`config.mk`:
```
export PLATFORM = sky130hd
export DESIGN_NAME = nabp_swap_control
export DESIGN_NICKNAME = d
export VERILOG_FILES = /design/src/rtl/nabp_swap_control.sv
export SDC_FILE = /design/constraint.sdc
export NUM_CORES = 1
export LEC_CHECK = 0
export CELL_PAD_IN_SITES_DETAIL_PLACEMENT = 0
export CELL_PAD_IN_SITES_GLOBAL_PLACEMENT = 1
export CORE_MARGIN = 8
export CORE_UTILIZATION = 35
export DETAILED_ROUTE_END_ITERATION = 8
export HOLD_SLACK_MARGIN = 0.05
export PLACE_DENSITY_LB_ADDON = 0.1
export SETUP_SLACK_MARGIN = 0.15
export SYNTH_ARGS = -nofsm -noshare
export SYNTH_HDL_FRONTEND = slang
export SYNTH_SLANG_ARGS = --single-unit
```
`constraint.sdc`:
```
create_clock -name clk -period 2 [get_ports clk]
set_clock_uncertainty 0.05 [all_clocks]
set_input_delay 0.5 -clock clk [delete_from_list [all_inputs] [get_ports clk]]
set_output_delay 0.5 -clock clk [all_outputs]
set_load 0.005 [all_outputs]
```
`src/rtl/nabp_swap_control.sv`:
```
// Sequencer for the two swappable back-projection units: hands out per-angle
// accumulator parameters, grants lock-step swaps and routes the filling unit's RAM address.
//
//   state | meaning
//   IDLE  | waiting for kick, fr_s_val held at 0
//   RUN   | serving next-iteration and swap requests
//   DONE  | one-cycle sweep-complete pulse
module nabp_swap_control #(
    parameter int pNoOfAngles  = 8,
    parameter int pShWidth     = 12,
    parameter int pMpInitWidth = 12,
    parameter int pMpBaseWidth = 12,
    parameter int pSLength     = 10,
    parameter int pShInit      = 0,
    parameter int pShStep      = 1,
    parameter int pMpInit0     = 0,
    parameter int pMpInitStep  = 1,
    parameter int pMpBase0     = 0,
    parameter int pMpBaseStep  = 1
) (
    input  logic                    clk,
    input  logic                    reset_n,
    input  logic                    kick,
    output logic                    done,
    output logic                    busy,
    input  logic                    u0_swap,
    input  logic                    u1_swap,
    input  logic                    u0_next_itr,
    input  logic                    u1_next_itr,
    output logic                    u0_swap_ack,
    output logic                    u1_swap_ack,
    output logic                    u0_next_itr_ack,
    output logic                    u1_next_itr_ack,
    output logic [pShWidth-1:0]     sh_accu_base,
    output logic [pMpInitWidth-1:0] mp_accu_init,
    output logic [pMpBaseWidth-1:0] mp_accu_base,
    input  logic [pSLength-1:0]     u0_s_val,
    input  logic [pSLength-1:0]     u1_s_val,
    output logic [pSLength-1:0]     fr_s_val,
    output logic                    sel
);

    localparam int CW = $clog2(pNoOfAngles + 2);

    localparam logic [CW-1:0] ANG_LAST  = CW'(pNoOfAngles);
    localparam logic [CW-1:0] SWAP_LAST = CW'(pNoOfAngles + 1);

    localparam logic [pShWidth-1:0]     SH_INIT  = pShWidth'(pShInit);
    localparam logic [pShWidth-1:0]     SH_STEP  = pShWidth'(pShStep);
    localparam logic [pMpInitWidth-1:0] MPI_INIT = pMpInitWidth'(pMpInit0);
    localparam logic [pMpInitWidth-1:0] MPI_STEP = pMpInitWidth'(pMpInitStep);
    localparam logic [pMpBaseWidth-1:0] MPB_INIT = pMpBaseWidth'(pMpBase0);
    localparam logic [pMpBaseWidth-1:0] MPB_STEP = pMpBaseWidth'(pMpBaseStep);

    localparam logic [1:0] IDLE = 2'd0;
    localparam logic [1:0] RUN  = 2'd1;
    localparam logic [1:0] DONE = 2'd2;

    logic [1:0]              state;
    logic [1:0]              state_nxt;
    logic [CW-1:0]           angle_cnt;
    logic [CW-1:0]           swap_cnt;
    logic [pShWidth-1:0]     sh_reg;
    logic [pMpInitWidth-1:0] mpi_reg;
    logic [pMpBaseWidth-1:0] mpb_reg;
    logic                    serving;
    logic                    grant0;
    logic                    grant1;
    logic                    grant_swap;

    assign busy = (state != IDLE);

    always_comb begin
        state_nxt = state;
        case (state)
            IDLE:    if (kick) state_nxt = RUN;
            RUN:     if (swap_cnt == SWAP_LAST) state_nxt = DONE;
            DONE:    state_nxt = IDLE;
            default: state_nxt = IDLE;
        endcase
    end

    // A unit whose ack is currently high is skipped, so a request still held
    // during its own ack cycle is not granted twice.
    always_comb begin
        serving    = (state == RUN) && (swap_cnt != SWAP_LAST);
        grant0     = serving && (angle_cnt != ANG_LAST) && u0_next_itr && !u0_next_itr_ack;
        grant1     = serving && (angle_cnt != ANG_LAST) && !grant0 && u1_next_itr && !u1_next_itr_ack;
        grant_swap = serving && u0_swap && u1_swap && !u0_swap_ack;
    end

    always_ff @(posedge clk or negedge reset_n) begin
        if (!reset_n) begin
            state           <= IDLE;
            done            <= 1'b0;
            u0_swap_ack     <= 1'b0;
            u1_swap_ack     <= 1'b0;
            u0_next_itr_ack <= 1'b0;
            u1_next_itr_ack <= 1'b0;
            sh_accu_base    <= '0;
            mp_accu_init    <= '0;
            mp_accu_base    <= '0;
            fr_s_val        <= '0;
            sel             <= 1'b0;
            angle_cnt       <= '0;
            swap_cnt        <= '0;
            sh_reg          <= SH_INIT;
            mpi_reg         <= MPI_INIT;
            mpb_reg         <= MPB_INIT;
        end else begin
            state           <= state_nxt;
            done            <= (state_nxt == DONE);
            u0_next_itr_ack <= grant0;
            u1_next_itr_ack <= grant1;
            u0_swap_ack     <= grant_swap;
            u1_swap_ack     <= grant_swap;

            if ((state == IDLE) && kick) begin
                sh_reg    <= SH_INIT;
                mpi_reg   <= MPI_INIT;
                mpb_reg   <= MPB_INIT;
                angle_cnt <= '0;
                swap_cnt  <= '0;
                sel       <= 1'b0;
            end

            if (grant0 || grant1) begin
                sh_accu_base <= sh_reg;
                mp_accu_init <= mpi_reg;
                mp_accu_base <= mpb_reg;
                sh_reg       <= sh_reg + SH_STEP;
                mpi_reg      <= mpi_reg + MPI_STEP;
                mpb_reg      <= mpb_reg + MPB_STEP;
                angle_cnt    <= angle_cnt + 1'b1;
            end

            if (grant_swap) begin
                sel      <= ~sel;
                swap_cnt <= swap_cnt + 1'b1;
            end

            if ((state == IDLE) || (state_nxt == IDLE))
                fr_s_val <= '0;
            else
                fr_s_val <= sel ? u1_s_val : u0_s_val;
        end
    end

endmodule

```
---- After elaboration in Yosys (flattened, before gate mapping) ----
Cells that the tools add are included.
cells by class
  bitwise operators ....................... 1
  multiplexer cells ....................... 14
  add/subtract/negate cells ............... 5
  reduce and logical (&&, ||, !) cells .... 22
  equal/unequal tests ..................... 5
operators with widths
  kind                                            number
  two-way mux 12 bit                              4
  adder 12 x 1 -> 12 bit (second input constant)  3
  two-way mux 10 bit                              2
  two-way mux 4 bit                               3
  logical AND 1 bit                               11
  adder 4 x 1 -> 4 bit (second input constant)    2
  != test 4 bit (second input constant)           2
  nonzero test 2 bit                              3
  == test 4 bit (second input constant)           1
  logical NOT 1 bit                               4
  logical NOT 2 bit                               2
  two-way mux 2 bit                               2
  case mux 2 bit (2 select lines)                 1
  == test 2 x 1 -> 1 bit (second input constant)  1
  == test 2 bit (second input constant)           1
  logical OR 1 bit                                2
  two-way mux 1 bit                               2
  inverter 1 bit                                  1
word-level totals
  input port bits ......................... 27
  word-level logic and storage cells ...... 62
  bits in registers ....................... 97

---- Longest topological paths before layout ----
Gate-level depths: netlist (run 1).
  word-level depth ........................ 11
  depth in mapped cells ................... 9
  mapped depth without buffers ............ 6

---- Worst setup path after synthesis (run 1) ----
No wires, ideal clock.
  kind .................................... flip-flop to flip-flop
  start ................................... register swap_cnt[0]
  end ..................................... register sh_reg[5]
  clock period less this slack ............ 2.034 ns
  data required time ...................... 1.871 ns
  buffers on the path ..................... 3
  arrival ................................. 1.905 ns
  slack ................................... -0.034 ns
  stages on the path, launching flop included .. 9
  cell sequence ........................... dfrtp_1 -> ha_1 -> and3b_1 -> buf_2 -> a311o_1 -> buf_6 -> buf_6 -> nor4_4 -> mux2i_1
between the ends
  word-level cells in the longest chain between the ends .. 11
  elaborated cells on any way between the ends .. 12
RTL lines
  item                                                             line    RTL
  start: declaration                                               62      logic [CW-1:0] swap_cnt;
  start signal: assignment                                         139     swap_cnt <= swap_cnt + 1'b1;
  != test 4 bit (*)                                                86      serving = (state == RUN) && (swap_cnt != SWAP_LAST);
  logical AND 1 bit (*)                                            86
  logical AND 1 bit (*)                                            87, 88
  logical AND 1 bit (2 in series)                                  87      grant0 = serving && (angle_cnt != ANG_LAST) && u0_next_itr && !u0_next_itr_ack;
  logical NOT 1 bit                                                88      grant1 = serving && (angle_cnt != ANG_LAST) && !grant0 && u1_next_itr && !u1_next_itr_ack;
  logical AND 1 bit (3 in series)                                  88
  logical OR 1 bit (*)                                             127     if (grant0 || grant1) begin
  two-way mux 12 bit / nonzero test 2 bit (equally long branches)  --
  end signal: assignment                                           131     sh_reg <= sh_reg + SH_STEP;
  end: declaration                                                 63      logic [pShWidth-1:0] sh_reg;
Mark *: on every way between the ends. The rest lies on a longest branch, timed or not.
A chain may end at the register's enable or synchronous reset.

---- Worst setup path in the final report (run 1) ----
Same ends and word-level chain as after synthesis.

==> results_dict.tcl, run 1 <==
set metrics [dict create \
    finalWirelength_mm 10.7 \
    die_h_um 129 \
    synth_area_per_cell_um2 11.6 \
    p_leak_nw 2.76 \
    p_switching_mw 2.84 \
    antenna_found_initial 0 \
    hold_class "flop to flop" \
    dp.cells 657 \
    hpwlAfterDp_mm 7.75 \
    rsz0062_at_grt "yes" \
    drive_above_1_share_pct 24.4 \
    grt_pass1_wl_mm 18.1 \
    die_x_um 129 \
    area_growth_syn_to_layout_pct 40.5 \
    vias 3372 \
    gp_congestion 0.730 \
    period_minus_slack_ns 1.95 \
    fillers 1173 \
    setup_viol_count_final 0 \
    path_max_fanout 12 \
    tightestPinTransition_ns 0.376 \
    p_int_mw 5.57 \
    comb_power_share_pct 44.8 \
    htreeDepth 3 \
    syn_area_mm2 0.00446 \
    power.density_mw_per_mm2 1340 \
    synth_top_area_cell "dfrtp_1" \
    clock_sinks 97 \
    ir_drop_mv 0.479 \
    io_buffers 79 \
    pwr-share-seq_pct 35.7 \
    initial_utilization_pct 35.6 \
    antennaDiodeCount 0 \
    grt_pass1_vias 3554 \
    async_flop_share_pct 100 \
    clkPwrFrac_pct 19.5 \
    yosysWarningCount 0 \
    clk_latency_ns 0.35 \
    routedWlPerCell_um 15.8 \
    ys_seq_elements 97 \
    clockRootBuffer "clkbuf_16" \
    dieArea_mm2 0.0166 \
    grt_max_degree 34 \
    yosys-top-cells-area "dfrtp_1 54%, mux2_2 7.6%, mux2i_1 7.4%, nand2_1 2.9%, nand3_1 2.8%" \
    synth_ff_type "dfrtp_1" \
    worst-r2r-setup-slack_ns 0.05 \
    final_cell_count_no_fill 680 \
    swShare_pct 33.8 \
    clk_pin_slew_ns 0.06 \
    drt_first_pass_iters 4 \
    synth_edf_count 0 \
    cp_data_arrival_time_ns 2.16 \
    cts_tree "built" \
    drc_errors 0 \
    fp-row-count 41 \
    synth_nets 420 \
    drv_slew 0 \
    nets 540 \
    numCtsBuffers 9 \
    path_class "flop to flop" \
    status "complete, no violations" \
    ant_nets 0 \
    grt_overflow 0 \
    worst_setup_path_start_kind "flop" \
    avgViaCountPerCell 4.96 \
    crit_required_ns 2.21 \
    final_util_pct 50.1 \
    ioPinCount 80 \
    first_iter_violations 148 \
    cp-end-kind "flop" \
    yosysTopAreaCellShare_pct 54.4 \
    core_area_mm2 0.0125 \
    max_slew_margin_pct 74.9 \
    max_freq_mhz 513 \
    gr-usage-all-layers_pct 13.9 \
    cts_buffer_depth 2 \
    seq_area_frac_synth_pct 54.4 \
    whs_ns 0.424 \
    ys_types 44 \
    finalHoldViolCount 0 \
    maxCapViolCount 0 \
    fin_crit_sh_pct 97.4 \
    synth_cells 386 \
]
[cell type report]
type	instances	area [um2]	share of cell area [%]
tap	172	215	3.43
inverter	11	41.3	0.658
multi-input combinational	254	1990	31.8
sequential	97	2430	38.7
clock buffer	12	236	3.77
timing repair buffer	133	1330	21.2
clock inverter	1	30.0	0.479
[layer usage]
metal / GRT usage (%) / wire, um / vias to the layer above
met4: 6.84 / 217 / 0
li1: - / - / 1629
met3: 4.84 / 757 / 15
met5: 0 / 0 / -
met1: 17.5 / 4940 / 1653
met2: 20.9 / 4810 / 75
[power groups by stage]
| stage | Clock (mW) | Sequential (mW) | Combinational (mW) |
|---|---|---|---|
| final | 1.64 | 3.00 | 3.77 |
| after global routing | 1.78 | 3.10 | 4.12 |
| after CTS | 1.70 | 3.01 | 3.62 |
| after detailed placement | 0 | 3.04 | 3.49 |
| after global placement | 0 | 3.02 | 3.45 |
| after floorplan | 0 | 2.95 | 1.89 |
[logic make-up (layout without fill, tap and decap cells)]
kind of cell    Yosys count  after routing  synth area share [%]
simple gates            137            137                  17.7
buf+inv                  35            157                  3.59
fa+ha+maj                 7              7                  1.96
compound gates           45             45                  6.90
mux                      65             65                  15.5
flops                    97             97                  54.4
[cells in the final DEF (no fill, tap or decap), types with 3 or more instances in the layout]
cell,n
nor2_1,16
ha_1,6
nor4_4,5
mux2i_1,33
clkdlybuf4s50_1,77
and2_1,4
dfrtp_1,97
buf_12,8
nor3_2,3
nand2_1,33
a221o_1,6
nand3_1,25
clkbuf_16,10
nand2b_1,3
nor2b_1,4
nor4_2,4
buf_4,41
a31oi_1,8
mux2_2,30
o21ai_1,4
clkbuf_1,3
buf_6,4
inv_1,11
nor3_1,7
nand4_1,12
o21ai_0,16
or3_1,3
and4_1,3
[worst max-delay path, cell delays in order (launching register included)]
cell and delay (ns):
dfrtp_1 0.39, ha_2 0.17, and3b_1 0.21, a311o_2 0.36, buf_12 0.16, buf_4 0.15
nor4_4 0.13, mux2i_1 0.24
[through the flow]
| stage | area [um2] | setup WS (ns) | power, mW | TNS [ns] |
|---|---|---|---|---|
| 2_1_floorplan | 4590 | 0.0839 | 4.83 | 0 |
| 4_1_cts | 6180 | 0.0325 | 8.33 | 0 |
| 5_1_grt | 6270 | -0.0496 | 9.00 | -0.281 |
| 3_3_place_gp | 5850 | -0.181 | 6.47 | -6.64 |
| 6_report | 6270 | 0.0523 | 8.41 | 0 |
| 3_5_place_dp | 5850 | -0.199 | 6.53 | -7.12 |
[final timing paths]
kind / start / end / depth (start not counted)
max: swap_cnt[0] / sh_reg[5] / 7
min: mpb_reg[11] / mpb_reg[11] / 1
max reg2reg: swap_cnt[0] / sh_reg[5] / 7
min reg2reg: mpb_reg[11] / mpb_reg[11] / 1
max in group asynchronous: reset_n / mpb_reg[0] / 3
min in group asynchronous: reset_n / mp_accu_init[3] / 2
[cell usage after synthesis (2+ instances only)]
cell,count
nor3b_1,2
nor3_1,10
and4_1,3
nand3_1,25
a221o_1,6
and2_1,4
nor2b_1,4
a21o_1,2
nand4_1,12
clkbuf_1,12
nor4_1,4
a311o_1,2
nor4_4,5
mux2i_1,33
ha_1,7
a31oi_1,8
nand2b_1,3
o21ai_0,20
inv_1,11
mux2_1,2
dfrtp_1,97
buf_6,2
or3_1,4
mux2_2,30
nand2_1,34
nor2_1,16
buf_2,8
nor4b_1,3
or2_2,2
[repair_timing]
item / 4_1_cts / 5_1_grt
buffers inserted: 3 / 5
hold buffers: 1 / 0
pin swaps: 1 / 1
setup endpoints to repair: 74 / 79
resized for setup: 6 / 10
cloned: 0 / 1
hold endpoints to repair: 21 / 0
No activity file was read; power rests on OpenSTA's default activity.
==> run 2, diff against run 1 <==
--- a/config.mk
+++ b/config.mk
@@ -16,3 +16,4 @@
 export SYNTH_ARGS = -nofsm -noshare
 export SYNTH_HDL_FRONTEND = slang
 export SYNTH_SLANG_ARGS = --single-unit
+export TNS_END_PERCENT = 30
==> run 2 against run 1 <==
Wire length increased by 2.0%. Register-to-register slack worse by 0.03 ns. Clock power increased by 14%. Global-route usage up 0.12 points. Die area did not move. Sequential cell count is the same. Sequential power hardly changed. Total power grew 3.0%. Setup slack lost 0.031 ns. Critical path depth unchanged. Combinational power rose by 1%. Count of clock-buffer cells in the layout increased by 3.
==> results_dict.tcl, run 2 (synthesis gave the netlist of run 1 again) <==
set metrics [dict create \
    status "complete, no violations" \
    routedWlPerCell_um 16.0 \
    clk_pin_slew_ns 0.07 \
    dieArea_mm2 0.0166 \
    drv_slew 0 \
    grt_pass1_wl_mm 18.2 \
    path_max_fanout 8 \
    worst_setup_path_start_kind "flop" \
    die_x_um 129 \
    final_cell_mix "97 x dfrtp_1, 77 x clkdlybuf4s50_1, 40 x buf_4" \
    fp-row-count 41 \
    max_freq_mhz 505 \
    nets 539 \
    whs_ns 0.418 \
    ff_latch_area_mm2 0.00243 \
    crit_required_ns 2.24 \
    pwr-share-seq_pct 34.5 \
    critPathBufInv 2 \
    multi_input_area_mm2 0.00203 \
    finalHoldViolCount 0 \
    clock_sinks 97 \
    drive_above_1_share_pct 24.9 \
    clockRootBuffer "clkbuf_16" \
    area_growth_syn_to_layout_pct 42.3 \
    initial_utilization_pct 35.6 \
    grt_pass1_vias 3536 \
    max_slew_margin_pct 73.3 \
    io_buffers 79 \
    drt_first_pass_iters 4 \
    gp_congestion 0.747 \
    ir_drop_mv 0.443 \
    maxCapViolCount 0 \
    first_iter_violations 157 \
    power.density_mw_per_mm2 1360 \
    antenna_found_initial 0 \
    avgViaCountPerCell 4.90 \
    htreeDepth 3 \
    setup_viol_count_final 0 \
    comb_power_share_pct 43.9 \
    swShare_pct 33.5 \
    core_area_mm2 0.0125 \
    p_switching_mw 2.91 \
    tightestPinTransition_ns 0.401 \
    mostFrequentLayoutCell "dfrtp_1" \
    grt_overflow 0 \
    clk_latency_ns 0.35 \
    cp_data_arrival_time_ns 2.22 \
    drc_errors 0 \
    cp-end-kind "flop" \
    cts_buffer_depth 2 \
    fillers 1167 \
    clkPwrFrac_pct 21.6 \
    crit_path_cell_trace "ha_2 -> and3b_1 -> a311o_2 -> buf_12 -> buf_4 -> nor4b_2 -> a221o_1" \
    gr-usage-all-layers_pct 14.1 \
    dp.cells 653 \
    cts_tree "built" \
    p_leak_nw 2.79 \
    total_power_mw 8.67 \
    grt_max_degree 40 \
    path_class "flop to flop" \
    final_cell_count_no_fill 682 \
    rsz0062_at_grt "yes" \
    period_minus_slack_ns 1.98 \
    ioPinCount 80 \
    cpPeakStageDelay_ns 0.39 \
    numCtsBuffers 9 \
    hold_class "flop to flop" \
    die_h_um 129 \
    vias 3344 \
    fin_crit_sh_pct 99.0 \
    hpwlAfterDp_mm 7.52 \
    worst-r2r-setup-slack_ns 0.02 \
    finalWirelength_mm 10.9 \
    crit_slowest_cell "dfrtp_1" \
    ant_nets 0 \
    path_delay_family "compound AO/OA/AOI/OAI gates" \
    p_int_mw 5.76 \
    antennaDiodeCount 0 \
    final_util_pct 50.7 \
]
==> run 2: timing repair <==
action	CTS	global route
gates cloned	1	0
gates resized for setup	15	11
endpoints found under the setup margin	72	77
hold buffers	1	0
buffers inserted	7	4
hold endpoints to repair	27	0
pin swaps	6	5
==> run 2: path summary, 6_finish.rpt <==
| kind | start | endpoint | depth (start not counted) |
|---|---|---|---|
| setup / recovery | swap_cnt[0] | mpi_reg[2] | 7 |
| hold / removal | mpb_reg[11] | mpb_reg[11] | 1 |
| setup reg to reg | swap_cnt[0] | mpi_reg[2] | 7 |
| hold reg to reg | mpb_reg[11] | mpb_reg[11] | 1 |
| max in group asynchronous | reset_n | sh_accu_base[11] | 3 |
| min in group asynchronous | reset_n | mp_accu_init[6] | 2 |
==> run 2: area by class of cell <==
class                           instances  area share, %
Inverter                               11          0.650
Clock inverter                          1          0.473
Tap cell                              172           3.39
Timing Repair Buffer                  132           20.7
Multi-Input combinational cell        254           31.9
Clock buffer                           15           4.69
Sequential cell                        97           38.2
==> run 2: layer usage <==
metal / wire length (um) / vias up / track usage, %
li1: - / 1636 / -
met1: 5040 / 1620 / 17.8
met2: 4930 / 73 / 21.1
met3: 711 / 15 / 4.51
met4: 252 / 0 / 7.05
met5: 0 / - / 0
==> run 2: power groups by stage <==
| stage | logic (mW) | clock network (mW) | registers (mW) |
|---|---|---|---|
| after floorplan | 1.84 | 0 | 2.95 |
| after global placement | 3.35 | 0 | 3.01 |
| after detailed placement | 3.41 | 0 | 3.03 |
| after CTS | 3.72 | 1.95 | 3.00 |
| after global routing | 4.17 | 2.01 | 3.09 |
| final | 3.81 | 1.87 | 2.99 |
==> run 2: metrics by stage <==
stage / setup TNS, ns / worst slack [ns] / area [um2]
floorplan: 0 / 0.0766 / 4560
global placement: -6.38 / -0.272 / 5800
detailed placement: -7.68 / -0.306 / 5800
CTS: -0.332 / -0.0459 / 6270
global route: -0.689 / -0.0514 / 6350
finish: 0 / 0.0209 / 6350
==> run 2: worst reg2reg max path, cell delays in order, from the launching register on <==
cell and delay [ns]:
dfrtp_1 0.39, ha_2 0.17, and3b_1 0.18, a311o_2 0.37
buf_12 0.17, buf_4 0.17, nor4b_2 0.26, a221o_1 0.16
==> run 3, diff against run 2 <==
--- a/config.mk
+++ b/config.mk
@@ -7,7 +7,6 @@
 export LEC_CHECK = 0
 export CELL_PAD_IN_SITES_DETAIL_PLACEMENT = 0
 export CELL_PAD_IN_SITES_GLOBAL_PLACEMENT = 1
-export CORE_MARGIN = 8
 export CORE_UTILIZATION = 35
 export DETAILED_ROUTE_END_ITERATION = 8
 export HOLD_SLACK_MARGIN = 0.05
==> run 3 against run 2 <==
The run now ends with setup timing left. Critical endpoint is now mpb_reg[2]. Worst hold slack better by 0.0079 ns. Largest power group unchanged. Count of clock-buffer cells in the layout down 4. Setup slack worse by 0.037 ns. Total power up 4.0%.
==> results_dict.tcl, run 3 (synthesis gave the netlist of run 1 again) <==
set metrics [dict create \
    critPathBufInv 2 \
    hpwlAfterDp_mm 7.18 \
    drive_above_1_share_pct 25.3 \
    final_cell_mix "97 x dfrtp_1, 77 x clkdlybuf4s50_1, 33 x nand2_1" \
    fp-row-count 40 \
    max_freq_mhz 496 \
    ir_drop_mv 0.742 \
    whs_ns 0.426 \
    avgViaCountPerCell 5.04 \
    total_power_mw 9.01 \
    cts_tree "built" \
    ioPinCount 80 \
    grt_pass1_vias 3430 \
    period_minus_slack_ns 2.02 \
    cp_data_arrival_time_ns 2.23 \
    worst_setup_path_start_kind "flop" \
    core_area_mm2 0.0122 \
    path_delay_family "compound AO/OA/AOI/OAI gates" \
    cp-end-kind "flop" \
    vias 3393 \
    crit_slowest_cell "a311o_2" \
    pre_cts_slack_ns -0.344 \
    p_leak_nw 2.83 \
    ant_nets 0 \
    die_h_um 115 \
    io_buffers 79 \
    drc_errors 0 \
    fin_crit_sh_pct 101 \
    setup_viol_count_final 1 \
    clk_latency_ns 0.35 \
    antenna_found_initial 0 \
    first_iter_violations 93 \
    antennaDiodeCount 0 \
    drv_slew 0 \
    status "finished, violations left" \
    cts_buffer_depth 2 \
    grt_pass1_wl_mm 17.4 \
    tightestPinTransition_ns 0.403 \
    drt_first_pass_iters 4 \
    cpPeakStageDelay_ns 0.45 \
    rsz0062_at_grt "yes" \
    maxCapViolCount 0 \
    power.density_mw_per_mm2 1390 \
    finalWirelength_mm 10.7 \
    htreeDepth 3 \
    path_max_fanout 10 \
    area_growth_syn_to_layout_pct 45.5 \
    crit_required_ns 2.22 \
    routedWlPerCell_um 15.9 \
    grt_overflow 0 \
    die_x_um 115 \
    gp_congestion 0.742 \
    finalHoldViolCount 0 \
    clk_pin_slew_ns 0.07 \
    numCtsBuffers 9 \
    path_class "flop to flop" \
    dieArea_mm2 0.0132 \
    hold_class "flop to flop" \
    setup_slack_ns -0.0158 \
    grt_max_degree 34 \
    initial_utilization_pct 36.5 \
    mostFrequentLayoutCell "dfrtp_1" \
    max_slew_margin_pct 73.1 \
    crit_path_cell_trace "inv_1 -> ha_1 -> a311o_2 -> buf_12 -> or3_1 -> a31oi_1" \
    clockRootBuffer "clkbuf_16" \
    violations "setup timing" \
    gr-usage-all-layers_pct 17.1 \
    nets 534 \
    clock_sinks 97 \
]
-- run 3: cell count changes in the layout (fill, tap and decap cells not counted), moves of 2 or more --
cell       delta
a31oi_1       -2
a31oi_4       +2
buf_4        -10
buf_8         +2
bufinv_16     +2
clkbuf_8      -4
mux2_2       -10
mux2_4       +11
nand3_4       +2
o21ai_0       +2
o21ai_1       -2
-- run 3: worst reg2reg max path: cells and delay by family (launching register included) --
kind	cells	cell delay (ns)
adders and majority gates	1	0.25
DFF	1	0.38
and+or+nand+nor	1	0.35
AOI/OAI and AO/OA	2	0.65
buffers and inverters	2	0.25
-- run 3: timing repair --
item	in CTS	in global routing
endpoints found under the setup margin	71	83
hold buffers	1	0
gates resized for setup	6	42
pin swaps	1	12
cloned	1	1
setup buffers	2	4
endpoints found under the hold margin	22	0
-- run 3: cell type report --
class / instances / area, um2
repair buffers: 127 / 1330
clock inverters: 5 / 103
well taps: 168 / 210
inverters: 11 / 41.3
clock buffers: 11 / 243
multi-input cells: 254 / 2140
flip-flops and latches: 97 / 2430
fillers: 1098 / 5720
-- run 3: final timing paths --
path | startpoint | end | slack [ns] | cells after the start
max reg2reg | angle_cnt[0] | mpb_reg[2] | -0.02 | 6
min | mpb_reg[10] | mpb_reg[10] | 0.43 | 1
min in group asynchronous | reset_n | mp_accu_init[3] | 0.57 | 2
max | angle_cnt[0] | mpb_reg[2] | -0.02 | 6
min reg2reg | mpb_reg[10] | mpb_reg[10] | 0.43 | 1
max in group asynchronous | reset_n | mpb_reg[9] | 0.78 | 3
-- run 3: per-stage QoR --
step                      std cells  util [%]  setup TNS, ns  cell area (um2)
after floorplan                 386         -              0             4560
after global placement          648      47.5          -9.04             5800
after detailed placement        648      47.5         -10.61             5800
after CTS                       668      50.9              0             6220
after global routing            673      53.2         -0.689             6490
final                           673      53.2        -0.0158             6490
-- run 3: per-layer routing --
metal,global-route usage (%),wire [um],vias up
met5,0,0,-
met4,8.40,238,0
met3,4.06,506,14
met2,27.4,5070,72
met1,21.9,4860,1681
li1,-,-,1626
-- run 3: power by group --
| group | switching (mW) | internal (mW) | leakage, nW |
|---|---|---|---|
| sequential | 0.493 | 2.52 | 1.28 |
| combinational | 1.82 | 2.18 | 1.38 |
| clock | 0.747 | 1.25 | 0.166 |
==> RTL change 1: new RTL, config.mk and constraints of run 3 <==
Set the parameter `pShWidth` to 10 (it was 12).
--- a/src/rtl/nabp_swap_control.sv
+++ b/src/rtl/nabp_swap_control.sv
@@ -8,5 +8,5 @@
 module nabp_swap_control #(
     parameter int pNoOfAngles  = 8,
-    parameter int pShWidth     = 12,
+    parameter int pShWidth     = 10,
     parameter int pMpInitWidth = 12,
     parameter int pMpBaseWidth = 12,
Interface: changed (resized sh_accu_base); port bits go from 80 to 78. The function was not compared with the original's and may differ.
==> RTL change 1 against run 3 <==
Global-route usage down 0.10 points. Setup slack better by 34 ps. Area after synthesis down 3.8%. Maximum frequency up 1.7%. Final area down 7.2%. Non-clock buffer count down 8. Routed wire length down 7.5%. Critical endpoint is now mpi_reg[7]. Sequential cell count down 4. Total power down 11%.
==> RTL change 1: results (changes against run 3) <==
run status -> finished, final reports clean
htree depth -> 3 (unchanged)
total chip power -> 7.98 mW (-11%)
Final nets -> 509 (-4.7%)
hold_ws -> 61.8 ps (-364 ps)
r2r setup slk -> 20 ps (+30 ps)
crit-path max FO -> 13 (+3)
Buffers on Ports -> 77 (-2.5%)
Least-Margin Pin Slew -> 474 ps (+70.7 ps)
global-route wire length before repair -> 16600 µm (-4.5%)
vias in the first global route -> 3245 (-5.4%)
TritonCTS Buffers -> 9 (unchanged)
gpl congestion -> 0.723 (-2.6%)
Worst Setup SP -> swap_cnt[0]
n_diodes -> 0 (unchanged)
share of total power in combinational logic -> 0.460 (+0.016)
Synth area leaders -> dfrtp_1 54%, mux2i_1 6.8%, mux2_4 5.2%, mux2_2 4.7%, nand2_1 3.0%
post-placement cell count -> 604 (-6.8%)
DP Worst Slack -> -169 ps (+175 ps)
Worst Path Arrival -> 2200 ps (-30 ps)
post-placement cell area -> 0.00553 mm² (-4.7%)
Syn Nets -> 403 (-4.0%)
Via Count -> 3179 (-6.3%)
reg2reg path depth -> 7 (+1)
Sw Ratio -> 0.338 (-0.00201)
clock-net power -> 1.49 mW (-26%)
r2r endpoint -> mpi_reg[7]
Total GRT Usage -> 0.170 (-0.00101)
commonest cells in the netlist -> 93 x dfrtp_1, 34 x nand2_1, 29 x mux2i_1
leakage power -> 2.67 nW (-5.7%)
Max Freq -> 505 MHz (+1.7%)
DR WL/cell -> 15.8 µm (-0.11%)
layout cells sized above 1 -> 0.229 (-0.0245)
post-synthesis sequential area ratio -> 0.542 (-0.00175)
vias per inst -> 5.10 (+1.2%)
DR iter-0 viols -> 161 (+73%)
Avg Cell Area, Syn -> 11.6 µm² (+0.62%)
reg2reg start -> swap_cnt[0]
synth unique cells -> 41 (-6.8%)
Worst VDD drop -> 0.554 mV (-25%)
Detailed Place HPWL -> 6680 µm (-6.9%)
min-delay worst type -> in -> async
## RTL change 1: changes by cell type after synthesis, moves of 4 or more
| cell | run 3 | this run |
|---|---|---|
| dfrtp_1 | 97 | 93 |
| mux2i_1 | 33 | 29 |
| mux2_2 | 30 | 18 |
| inv_1 | 11 | 7 |
| nand4_1 | 12 | 5 |
| nor4_1 | 4 | 12 |
| o21ai_0 | 20 | 13 |
| nor4_4 | 5 | 0 |
| mux2_4 | 0 | 15 |
## RTL change 1: through the flow
step	TNS (ps)	utilization
after detailed placement	-4630	0.462
after global routing	-255	0.504
after floorplan	-1590	-
after global placement	-3080	0.462
final	0	0.504
after CTS	0	0.494
## RTL change 1: layout make-up
type / count / area, µm²
timing repair buffer: 119 / 1250
multi-input combinational: 245 / 2010
sequential: 93 / 2330
fill: 1076 / 5930
tap: 147 / 184
inverter: 7 / 26.3
clock buffer: 12 / 236
## RTL change 1: kinds of logic after synthesis
family	Yosys count	share of synthesized area
AOI/OAI and AO/OA	42	0.0741
adders and majority gates	7	0.0204
buffers and inverters	31	0.0367
DFF	93	0.542
muxes	62	0.167
and+or+nand+nor	134	0.159
## RTL change 1: per-layer routing
metal / part of all wire / up-vias / track usage / routed length (µm)
li1: - / 1540 / - / -
met1: 0.47 / 1563 / 0.222 / 4610
met2: 0.47 / 62 / 0.270 / 4640
met3: 0.043 / 14 / 0.0396 / 421
met4: 0.021 / 0 / 0.0782 / 203
met5: 0 / - / 0 / 0
## RTL change 1: worst max-delay path: stages (launching register included)
cell and delay, ps:
dfrtp_1 390, ha_2 180, and3b_2 240, a311o_1 310, buf_12 170, buf_12 150, nor4_4 220, mux2i_1 200
## RTL change 1: timing repair
action                     in CTS  in global routing
pin swaps                       4                  8
gates cloned                    2                  1
setup buffers                   4                  0
setup endpoints to repair      65                 77
resized for setup              16                 16
==> RTL change 2: new RTL, config.mk and constraints of run 3 <==
Made on the original files. Make the reset (`reset_n`) synchronous in one clocked block.
--- a/src/rtl/nabp_swap_control.sv
+++ b/src/rtl/nabp_swap_control.sv
@@ -90,5 +90,5 @@
     end
 
-    always_ff @(posedge clk or negedge reset_n) begin
+    always_ff @(posedge clk) begin
         if (!reset_n) begin
             state           <= IDLE;
Formal check against the unedited RTL: differs if reset_n is asserted again (counterexample within 4 cycles, from zero or initial values and one cycle with reset_n low); with reset_n held inactive, the same outputs for 10 cycles.
==> RTL change 2 against run 3 <==
Final area is 0.35% lower. Area after synthesis fell by 1.9%. Count of clock-buffer cells in the layout rose by 2. Sequential cell count is the same. Critical path depth up 1. Final cell count is 20% higher. Routed wire length is 23% higher. Sequential share of layout area is 7.2 points lower. First-iteration DRC count increased by 51%. Setup slack better by 170 ps. Highest routed layer unchanged.
Power is not compared: it rests on default switching activity, and its combinational part moved more than twofold at a synthesized area within 25%.
==> RTL change 2: results (changes against run 3) <==
run status -> finished, final reports clean
vias in the first global route -> 4140 (+21%)
vias per inst -> 5.41 (+7.3%)
initial antenna violation count -> 0 (unchanged)
filler instances -> 1198 (+9.1%)
crit-path max FO -> 5 (-5)
Detailed Place HPWL -> 8700 µm (+21%)
routed wire length -> 13100 µm (+23%)
TritonCTS Buffers -> 9 (unchanged)
Synth area leaders -> dfxtp_1 44%, nand3_1 7.5%, a21oi_1 5.5%, o21ai_0 4.8%, mux2i_1 3.2%
htree depth -> 3 (unchanged)
largest net degree at the start of global routing -> 55 (+62%)
ys async rst share -> 0 (-1.00)
clock-pin slew on the worst setup and hold paths -> 70 ps (about the same)
min-delay worst type -> reg -> reg
Worst-Skew Late Latency -> 350 ps (about the same)
DR iter-0 viols -> 140 (+51%)
n_diodes -> 0 (unchanged)
Post-synth top flop -> dfxtp_1
post-placement cell area -> 0.00572 mm² (-1.3%)
post-synthesis sequential area ratio -> 0.444 (-0.100)
Antenna Nets Post-Route -> 0 (unchanged)
Syn Nets -> 553 (+32%)
gpl congestion -> 0.822 (+11%)
Buffers on Ports -> 79 (unchanged)
Worst Path Arrival -> 2090 ps (-140 ps)
Worst VDD drop -> 0.383 mV
Detailed Routing Iterations Pass 1 -> 5 (+1)
worst rel slew slack -> 0.741 (+0.00942)
Total GRT Usage -> 0.200 (+0.0288)
Synthesis Warnings -> 0 (unchanged)
layout cells sized above 1 -> 0.214 (-0.0394)
Max Buffers Root-to-Sink -> 2 (unchanged)
clock root buffer -> clkbuf_16
commonest cells in the netlist -> 97 x dfxtp_1, 66 x nand3_1, 48 x a21oi_1
Final nets -> 669 (+25%)
leakage power -> 2.31 nW
synth unique cells -> 51 (+16%)
global-route wire length before repair -> 20400 µm (+17%)
RTL change 2: changes by cell type in the layout (fill, tap and decap cells not counted), sizes merged, moves of 8 or more:
cell / delta
buf: +23
o21ai: +22
mux2: -29
a21oi: +48
dfrtp: -97
dfxtp: +97
o31ai: +8
mux2i: -19
nand3: +41
nor2: +12
RTL change 2: cell type report:
cell class | instances | area share
multi-input cells | 367 | 0.375
flip-flops and latches | 97 | 0.302
repair buffers | 152 | 0.241
clock buffers | 13 | 0.0387
well taps | 168 | 0.0325
clock inverters | 3 | 0.00619
inverters | 8 | 0.00464
RTL change 2: routing by layer:
metal | track usage | vias up | routed length, µm
li1 | - | 2146 | -
met1 | 0.248 | 2107 | 5780
met2 | 0.342 | 101 | 6600
met3 | 0.0345 | 15 | 487
met4 | 0.0874 | 0 | 217
met5 | 0 | - | 0
RTL change 2: worst paths after layout:
kind / from / to / slack [ps] / cells past startpoint
worst max-delay path: angle_cnt[0] / sh_reg[10] / 150 / 7
worst min register to register: mp_accu_base[8] / mp_accu_base[8] / 420 / 2
worst min-delay path: mp_accu_base[8] / mp_accu_base[8] / 420 / 2
worst max register to register: angle_cnt[0] / sh_reg[10] / 150 / 7
RTL change 2: power by group:
| group | internal [mW] | total (mW) | switching [mW] |
|---|---|---|---|
| logic | 0.280 | 0.584 | 0.304 |
| clock network | 1.00 | 1.74 | 0.736 |
| registers | 1.95 | 1.97 | 0.0173 |
RTL change 2: critical path: stages (launching register included):
cell     delay [ps]
dfxtp_2         330
inv_2            50
ha_4            140
and3b_2         210
a21o_4          230
buf_12          140
or4_4           500
a31oi_1         120
RTL change 2: what timing repair did:
item | in CTS | in global routing
hold buffers | 0 | 0
pin swaps | 1 | 13
gates resized for setup | 12 | 60
endpoints found under the setup margin | 19 | 72
cloned | 1 | 4
setup buffers | 1 | 5
RTL change 2: logic make-up (layout without fill, tap and decap cells):
logic type               Yosys count  in the layout  share of synthesized area
flip-flops                        97             97                      0.444
buffers and inverters             55            176                     0.0540
adder cells (fa/ha/maj)            7              7                     0.0200
XOR/XNOR                           1              1                    0.00200
multiplexers                      17             17                     0.0397
AND/OR/NAND/NOR                  196            196                      0.232
AO/OA/AOI/OAI                    146            146                      0.208
RTL change 2: stage by stage:
stage               hold slack (ps)  cells  utilization  worst slack (ps)
global route                    446    808        0.534              88.5
finish                          423    808        0.534               150
detailed placement              416    781        0.472              -286
floorplan                       398    519            -               157
global placement                409    781        0.472              -252
CTS                             424    799        0.502              72.9
